===== src/rtl/sal_frame_stats_if.sv =====
// Token stream bundle: DATA/SEND/COUNT travel downstream, ACK/RDY travel upstream.
// master = token producer, slave = token consumer (consumer answers with ACK only).
interface sal_frame_stats_if;
  localparam int unsigned DW = 16;

  logic [DW-1:0] DATA;
  logic          SEND;
  logic [DW-1:0] COUNT;
  logic          ACK;
  logic          RDY;

  modport master (output DATA, SEND, COUNT, input ACK, RDY);
  modport slave  (input DATA, SEND, COUNT, output ACK);
endinterface


===== src/rtl/sal_frame_stats.sv =====
// Pixel passthrough FIFO (In1 -> Out1) with a per-frame maximum token on Out2.
// Define SAL_FRAME_STATS_MIN_EN to add a per-frame minimum token on Out3.
module sal_frame_stats #(
  parameter int unsigned FRAME_PIXELS = 16,
  parameter int unsigned FIFO_DEPTH   = 4
) (
  input  logic              CLK,
  input  logic              RESET,
  sal_frame_stats_if.slave  In1,
  sal_frame_stats_if.master Out1,
  sal_frame_stats_if.master Out2
`ifdef SAL_FRAME_STATS_MIN_EN
  ,
  sal_frame_stats_if.master Out3
`endif
);
  localparam int unsigned   DW       = 16;
  localparam int unsigned   AW       = $clog2(FIFO_DEPTH);
  localparam int unsigned   CW       = AW + 1;
  localparam logic [DW-1:0] LAST_IDX = DW'(FRAME_PIXELS - 1);

  typedef enum logic {ST_RUN = 1'b0, ST_EMIT = 1'b1} state_e;

  state_e        state_q, state_d;
  logic [DW-1:0] mem_q [FIFO_DEPTH];
  logic [DW-1:0] mem_d [FIFO_DEPTH];
  logic [AW-1:0] wr_ptr_q, wr_ptr_d;
  logic [AW-1:0] rd_ptr_q, rd_ptr_d;
  logic [CW-1:0] count_q, count_d;
  logic [DW-1:0] pix_cnt_q, pix_cnt_d;
  logic [DW-1:0] run_max_q, run_max_d;
  logic [DW-1:0] max_lat_q, max_lat_d;
  logic [DW-1:0] hi_c;
  logic          push_c, pop_c, full_c, empty_c;
  logic          out2_send_c, emit_done_c;
`ifdef SAL_FRAME_STATS_MIN_EN
  logic [DW-1:0] run_min_q, run_min_d;
  logic [DW-1:0] min_lat_q, min_lat_d;
  logic [DW-1:0] lo_c;
  logic          out2_done_q, out2_done_d;
  logic          out3_done_q, out3_done_d;
  logic          out3_send_c;
`endif
  logic          unused_inputs;

  // Handshakes; a pop in the same cycle frees a slot for a push even when full.
  always_comb begin
    empty_c = (count_q == '0);
    full_c  = (count_q == CW'(FIFO_DEPTH));
    pop_c   = RESET && !empty_c && Out1.RDY;
    push_c  = RESET && In1.SEND && (state_q == ST_RUN) && (!full_c || pop_c);
    hi_c    = (In1.DATA > run_max_q) ? In1.DATA : run_max_q;
`ifdef SAL_FRAME_STATS_MIN_EN
    lo_c        = (In1.DATA < run_min_q) ? In1.DATA : run_min_q;
    out2_send_c = RESET && (state_q == ST_EMIT) && Out2.RDY && !out2_done_q;
    out3_send_c = RESET && (state_q == ST_EMIT) && Out3.RDY && !out3_done_q;
    emit_done_c = (out2_done_q || out2_send_c) && (out3_done_q || out3_send_c);
`else
    out2_send_c = RESET && (state_q == ST_EMIT) && Out2.RDY;
    emit_done_c = out2_send_c;
`endif
  end

  // Next state for FIFO, frame counter, statistics and RUN/EMIT control.
  always_comb begin
    state_d   = state_q;
    mem_d     = mem_q;
    wr_ptr_d  = wr_ptr_q;
    rd_ptr_d  = rd_ptr_q;
    pix_cnt_d = pix_cnt_q;
    run_max_d = run_max_q;
    max_lat_d = max_lat_q;
`ifdef SAL_FRAME_STATS_MIN_EN
    run_min_d   = run_min_q;
    min_lat_d   = min_lat_q;
    out2_done_d = out2_done_q || out2_send_c;
    out3_done_d = out3_done_q || out3_send_c;
`endif
    count_d = count_q + CW'(push_c) - CW'(pop_c);

    if (push_c) begin
      mem_d[wr_ptr_q] = In1.DATA;
      wr_ptr_d        = wr_ptr_q + AW'(1);
      run_max_d       = hi_c;
`ifdef SAL_FRAME_STATS_MIN_EN
      run_min_d       = lo_c;
`endif
      if (pix_cnt_q == LAST_IDX) begin
        pix_cnt_d = '0;
        max_lat_d = hi_c;
`ifdef SAL_FRAME_STATS_MIN_EN
        min_lat_d = lo_c;
`endif
        state_d   = ST_EMIT;
      end else begin
        pix_cnt_d = pix_cnt_q + DW'(1);
      end
    end

    if (pop_c) rd_ptr_d = rd_ptr_q + AW'(1);

    // Leaving EMIT opens the next frame with cleared running statistics.
    if ((state_q == ST_EMIT) && emit_done_c) begin
      state_d   = ST_RUN;
      run_max_d = '0;
`ifdef SAL_FRAME_STATS_MIN_EN
      run_min_d   = '1;
      out2_done_d = 1'b0;
      out3_done_d = 1'b0;
`endif
    end
  end

  always_ff @(posedge CLK) begin
    mem_q <= mem_d;
    if (!RESET) begin
      state_q   <= ST_RUN;
      wr_ptr_q  <= '0;
      rd_ptr_q  <= '0;
      count_q   <= '0;
      pix_cnt_q <= '0;
      run_max_q <= '0;
      max_lat_q <= '0;
`ifdef SAL_FRAME_STATS_MIN_EN
      run_min_q   <= '1;
      min_lat_q   <= '1;
      out2_done_q <= 1'b0;
      out3_done_q <= 1'b0;
`endif
    end else begin
      state_q   <= state_d;
      wr_ptr_q  <= wr_ptr_d;
      rd_ptr_q  <= rd_ptr_d;
      count_q   <= count_d;
      pix_cnt_q <= pix_cnt_d;
      run_max_q <= run_max_d;
      max_lat_q <= max_lat_d;
`ifdef SAL_FRAME_STATS_MIN_EN
      run_min_q   <= run_min_d;
      min_lat_q   <= min_lat_d;
      out2_done_q <= out2_done_d;
      out3_done_q <= out3_done_d;
`endif
    end
  end

  // Stream outputs are forced quiet while RESET is low.
  assign In1.ACK    = push_c;
  assign Out1.SEND  = pop_c;
  assign Out1.DATA  = pop_c ? mem_q[rd_ptr_q] : '0;
  assign Out1.COUNT = DW'(1);
  assign Out2.SEND  = out2_send_c;
  assign Out2.DATA  = (RESET && (state_q == ST_EMIT)) ? max_lat_q : '0;
  assign Out2.COUNT = DW'(1);
`ifdef SAL_FRAME_STATS_MIN_EN
  assign Out3.SEND  = out3_send_c;
  assign Out3.DATA  = (RESET && (state_q == ST_EMIT)) ? min_lat_q : '0;
  assign Out3.COUNT = DW'(1);
  assign unused_inputs = ^{In1.COUNT, Out1.ACK, Out2.ACK, Out3.ACK};
`else
  assign unused_inputs = ^{In1.COUNT, Out1.ACK, Out2.ACK};
`endif
endmodule


===== src/flat_wrapper.sv =====
// flat-port wrapper written by rule: the top's interface ports become plain ports
module sal_frame_stats_flat 
#(
  parameter int unsigned FRAME_PIXELS = 16,
  parameter int unsigned FIFO_DEPTH   = 4
)
  (CLK, RESET, In1_DATA, In1_SEND, In1_COUNT, In1_ACK, Out1_DATA, Out1_SEND, Out1_COUNT, Out1_ACK, Out1_RDY, Out2_DATA, Out2_SEND, Out2_COUNT, Out2_ACK, Out2_RDY);
  sal_frame_stats_if In1_i ();
  sal_frame_stats_if Out1_i ();
  sal_frame_stats_if Out2_i ();
  input  logic CLK;
  input  logic RESET;
  input wire logic [$bits(In1_i.DATA)-1:0] In1_DATA;
  input wire logic [$bits(In1_i.SEND)-1:0] In1_SEND;
  input wire logic [$bits(In1_i.COUNT)-1:0] In1_COUNT;
  output wire logic [$bits(In1_i.ACK)-1:0] In1_ACK;
  output wire logic [$bits(Out1_i.DATA)-1:0] Out1_DATA;
  output wire logic [$bits(Out1_i.SEND)-1:0] Out1_SEND;
  output wire logic [$bits(Out1_i.COUNT)-1:0] Out1_COUNT;
  input wire logic [$bits(Out1_i.ACK)-1:0] Out1_ACK;
  input wire logic [$bits(Out1_i.RDY)-1:0] Out1_RDY;
  output wire logic [$bits(Out2_i.DATA)-1:0] Out2_DATA;
  output wire logic [$bits(Out2_i.SEND)-1:0] Out2_SEND;
  output wire logic [$bits(Out2_i.COUNT)-1:0] Out2_COUNT;
  input wire logic [$bits(Out2_i.ACK)-1:0] Out2_ACK;
  input wire logic [$bits(Out2_i.RDY)-1:0] Out2_RDY;
  assign In1_i.DATA = In1_DATA;
  assign In1_i.SEND = In1_SEND;
  assign In1_i.COUNT = In1_COUNT;
  assign In1_ACK = In1_i.ACK;
  assign Out1_DATA = Out1_i.DATA;
  assign Out1_SEND = Out1_i.SEND;
  assign Out1_COUNT = Out1_i.COUNT;
  assign Out1_i.ACK = Out1_ACK;
  assign Out1_i.RDY = Out1_RDY;
  assign Out2_DATA = Out2_i.DATA;
  assign Out2_SEND = Out2_i.SEND;
  assign Out2_COUNT = Out2_i.COUNT;
  assign Out2_i.ACK = Out2_ACK;
  assign Out2_i.RDY = Out2_RDY;
  sal_frame_stats #(.FRAME_PIXELS(FRAME_PIXELS), .FIFO_DEPTH(FIFO_DEPTH)) u_core (.CLK(CLK), .RESET(RESET), .In1(In1_i), .Out1(Out1_i), .Out2(Out2_i));
endmodule

===== config.mk =====
export PLATFORM = sky130hd
export DESIGN_NAME = sal_frame_stats_flat
export DESIGN_NICKNAME = d
export VERILOG_FILES = /design/src/rtl/sal_frame_stats_if.sv /design/src/rtl/sal_frame_stats.sv /design/src/flat_wrapper.sv
export SDC_FILE = /design/constraint.sdc
export NUM_CORES = 1
export LEC_CHECK = 0
export BUFFER_PORTS_ARGS = -buffer_cell sky130_fd_sc_hd__buf_2
export CORE_UTILIZATION = 55
export DETAILED_ROUTE_END_ITERATION = 16
export PLACE_DENSITY_LB_ADDON = 0.25
export SLEW_MARGIN = 20
export SYNTH_ARGS = -nofsm -noshare
export SYNTH_HDL_FRONTEND = slang
export SYNTH_SLANG_ARGS = --single-unit

===== constraint.sdc =====
create_clock -name CLK -period 5.7 [get_ports CLK]
set_input_delay 0.285 -clock CLK [delete_from_list [all_inputs] [get_ports CLK]]
set_output_delay 0.285 -clock CLK [all_outputs]
set_load 0.005 [all_outputs]

# Yosys cells after proc, flatten, opt, wreduce, memory -nomap -nowiden
# Cells that the tools add are included.
# Widths: inputs -> output; s select.
# classes
add_sub_neg	5
multipliers	0
div_mod_pow	0
order_cmp	4
n_eq_ne	2
n_shift	0
muxes	10
bitwise	4
reduce_logical	15
# op_table
cell	n
$mux 16	7
$bwmux 64	1
$bmux 16 s2	1
$demux 16 s2	1
$add 16x1->16 const B	1
$eq 16x4->1 const B	1
$gt 16x16->1	1
$logic_and 1x1->1	9
$ge 3x3->1 const B	2
$not 2->3	2
$add 2x1->2 const B	2
$add 3x1->3	1
$eq 3x3->1 const B	1
$logic_not 3->1	1
$lt 3x1->1 const B	1
$sub 3x1->3	1
$logic_not 1->1	2
$not 1->1	2
$reduce_and 2->1	1
$reduce_or 2->1	1
$logic_or 1x1->1	1
# totals
regBits	120
latchBits	0
mem_bits_rw	0
mem_bits_ro	0
in_bits	39
output_inout_bits	67
wordCells	51
n_memories	0

# Longest topological paths before layout
# depth
ltp_word	8
mapped_depth	9
mapped_depth_nobuf	8

# Worst setup path before layout
# No wires, ideal clock.
# synth_path
path_type	reg-to-reg
from	reg u_core.count_q[1]
to	reg u_core.count_q[2]
setup_ns	0.115
arrival_ns	2.366
setup_slack_ns	3.219
path_stages_with_launch	9
synth_period_minus_slack_ns	2.481
path_cell_list	dfxtp_1 o311ai_1 inv_1 ha_1 inv_1 ha_1 fa_1 xnor2_1 and2_1
# synth_via
elab_chain_cells	8
elab_cells_between_ends	10
classes_between	2 x add/sub; 1 x eq/ne; 7 x reduce/logical
# synth_rtl
element	line	rtl
from (decl)	sal_frame_stats.sv:29	logic [CW-1:0] count_q, count_d;
from (signal assigned)	sal_frame_stats.sv:134	count_q <= count_d;
$logic_not 3->1 *	sal_frame_stats.sv:48	empty_c = (count_q == '0);
$logic_not 1->1 *	sal_frame_stats.sv:50	pop_c = RESET && !empty_c && Out1.RDY;
$logic_and 1x1->1 * (2 in a row)	sal_frame_stats.sv:50	
named net Out1_SEND	flat_wrapper.sv:18	output wire logic [$bits(Out1_i.SEND)-1:0] Out1_SEND;
$logic_or 1x1->1	sal_frame_stats.sv:51	push_c = RESET && In1.SEND && (state_q == ST_RUN) && (!full_c || pop_c);
$logic_and 1x1->1	sal_frame_stats.sv:51	
$add 3x1->3	sal_frame_stats.sv:79	count_d = count_q + CW'(push_c) - CW'(pop_c);
$sub 3x1->3 *	sal_frame_stats.sv:79	
# The timed path passes the listed nets; every way through them passes the cells marked *.
# A chain may end at the register's enable or synchronous reset.

# Final worst setup path
# layout_path
from	reg u_core.run_max_q[11]
to	reg u_core.run_max_q[3]
# layout_via
elab_chain_cells	2
# layout_rtl
element	line	rtl
from (decl)	sal_frame_stats.sv:31	logic [DW-1:0] run_max_q, run_max_d;
from (signal assigned)	sal_frame_stats.sv:136	run_max_q <= run_max_d;
$gt 16x16->1	sal_frame_stats.sv:52	hi_c = (In1.DATA > run_max_q) ? In1.DATA : run_max_q;
$mux 16	sal_frame_stats.sv:52	
# Every way passes these cells.

==> results.json <==
{
  "status": "completed",
  "min_period_over_period": 0.5078,
  "grt_max_degree": 48,
  "postCtsSetupBuffers": 0,
  "drtPass1Iterations": 4,
  "initial_utilization": 0.5632,
  "io_pins": 106,
  "clock_latency_ns": 0.52,
  "critPathMaxStageDelay_ns": 0.84,
  "drive_above_1_share": 0.2777,
  "yosysTopAreaCellShare": 0.3320,
  "min-delay-path-class": "input pin to flop",
  "fin_util": 0.6382,
  "synth_seq_cells": 120,
  "synth_seq_area_share": 0.5257,
  "yosys.area.top_type": "edfxtp_1",
  "tritoncts": "done",
  "grt_pass1_vias": 3469,
  "die_h_um": 104.6,
  "fmax_mhz": 345.5,
  "final_max_slew_viol_count": 0,
  "crit_path_start_kind": "flop",
  "cp.required_ns": 6.11,
  "cts-buffers-inserted": 17,
  "coreArea_sq_um": 10280,
  "ys_async_sr_fraction": 0,
  "rsz0062_at_grt": "false",
  "setup_tns_ns": 0,
  "clockBufferDepth": 2,
  "dp_hpwl_um": 6811,
  "portBuffers": 55,
  "drc_errors": 0,
  "yosys_warnings": 0,
  "antenna_found_initial": 0,
  "critPathTopFamily": "compound AO/OA/AOI/OAI gates",
  "setup.worst_path.class": "flop to flop",
  "synth.avg_cell_area_sq_um": 12.32,
  "synth_enable_flop_cells": 64,
  "die-area_sq_um": 10940,
  "area_growth_pct": 13.32,
  "via_per_inst": 5.329,
  "place_congestion": 0.8002,
  "crit_fanout": 32,
  "via_count": 3565,
  "numClockSinks": 120,
  "worst_path_max_delay_cell": "a31oi_4",
  "h-tree-depth": 4,
  "grt_pass1_wl_um": 17040,
  "chipWidth_um": 104.6,
  "synth-main-ff-cell": "edfxtp_1",
  "syn_inst": 470,
  "routed_wl_um": 10480,
  "p_per_area_nw_per_um2": 347.3,
  "worst_slew_pin_slew_ns": 1.065,
  "final_antenna_net_count": 0,
  "critical_path.cell_chain": "inv_1 -> ha_1 -> nand4_1 -> a2111o_1 -> a31oi_4 -> nand2_4 -> a31o_2",
  "fin_crit_ns": 2.894,
  "filler_cell_count": 817,
  "skew_ns": 0.005678,
  "grt_usage": 0.2065,
  "clk_pin_slew_ns": 0.06,
  "peakVddDrop_mv": 0.2125,
  "drt-initial-drc-count": 200,
  "root_buffer": "clkbuf_8",
  "yosysMostFrequentCell": "edfxtp_1",
  "grt-ovfl-total": 0,
  "hold_violations": 0,
  "n_antenna_cell": 0,
  "rows": 37,
  "finalNetCount": 584,
  "synth_area_sq_um": 5788,
  "synth_cell_types": 50,
  "cap_violations": 0,
  "crit_buf_inv": 1,
  "arrival_ns": 3.30,
  "setup_viol": 0,
  "netlist_top_cells_count": "edfxtp_1 (64), dfxtp_1 (56), buf_4 (33)",
  "end_kind": "flop",
  "relSlewSlack": 0.2900,
  "wl_per_cell_um": 15.66,
  "ys_top_cells_by_area": "edfxtp_1 (33%), dfxtp_1 (19%), mux4_2 (6.2%)",
  "power_leakage_nw": 2.703
}
## routing by layer
layer | track usage | part of all wire
met1 | 0.2659 | 0.46
met4 | 0.06740 | 0.011
met3 | 0.06488 | 0.049
met2 | 0.3321 | 0.48
met5 | 0 | 0
## timing repair
item                                   in CTS  in global routing
endpoints found under the hold margin       1                  0
gates resized for setup                     0                  0
hold buffers                                1                  0
## final cells by class
class | instances | area, sq um | area share
Timing Repair Buffer | 58 | 300.3 | 0.04578
Clock buffer | 17 | 414.1 | 0.06314
Sequential cell | 120 | 3043 | 0.4639
Multi-Input combinational cell | 299 | 2386 | 0.3638
Inverter | 25 | 93.84 | 0.01431
Clock inverter | 14 | 151.4 | 0.02308
Tap cell | 136 | 170.2 | 0.02594
## sequential cells by signal, summed over array words and instances, names as in the netlist
| name | count |
|---|---|
| u_core.rd_ptr_q | 2 |
| u_core.count_q | 3 |
| u_core.state_q | 1 |
| u_core.wr_ptr_q | 2 |
| u_core.mem_q | 64 |
| u_core.run_max_q | 16 |
| u_core.max_lat_q | 16 |
| u_core.pix_cnt_q | 16 |
## placed cells by master (no fill, tap or decap), drive strengths merged, types with 18 or more instances in the layout
| master | count |
|---|---|
| edfxtp | 64 |
| buf | 57 |
| inv | 28 |
| nor2b | 18 |
| dfxtp | 56 |
| and3 | 37 |
| a21oi | 41 |
| ha | 23 |
| nor2 | 19 |
| conb | 32 |
## metrics by stage
stage	hold WS, ns	total power [mW]	instances	cell area (sq um)	setup slack (ns)
floorplan	0.3839	1.231	500	5901	3.219
global placement	0.4666	1.274	637	5981	2.782
detailed placement	0.4883	1.288	637	5983	2.735
CTS	0.01188	2.297	669	6559	2.814
global route	0.01566	2.372	669	6559	2.648
finish	0.03189	2.278	669	6559	2.806
## kinds of logic (layout without fill, tap and decap cells)
kind of cell / after synthesis / after routing / share of synthesized area
adders and majority gates: 24 / 24 / 0.05318
and+or+nand+nor: 125 / 125 / 0.1316
buffers and inverters: 81 / 114 / 0.08322
DFF: 120 / 120 / 0.5257
other: 2 / 32 / 0.001298
xor gates and xnor gates: 19 / 19 / 0.02875
AOI/OAI and AO/OA: 66 / 66 / 0.08452
muxes: 33 / 33 / 0.09166
## where the power goes
| group | total (mW) | switching, mW | internal, mW |
|---|---|---|---|
| clock network | 1.01 | 0.387 | 0.622 |
| logic | 0.293 | 0.156 | 0.137 |
| registers | 0.975 | 0.0252 | 0.950 |
| total | 2.28 | 0.569 | 1.71 |
## path summary, 6_finish.rpt
kind / startpoint / end / slack [ns] / cells past startpoint
min: In1_DATA[9] / u_core.mem_q[25] / 0.03 / 1
max reg2reg: u_core.run_max_q[11] / u_core.run_max_q[3] / 2.81 / 7
max: u_core.run_max_q[11] / u_core.run_max_q[3] / 2.81 / 7
min reg2reg: u_core.run_max_q[0] / u_core.run_max_q[0] / 0.50 / 2
Note: power is estimated with default switching activity, not from simulation.
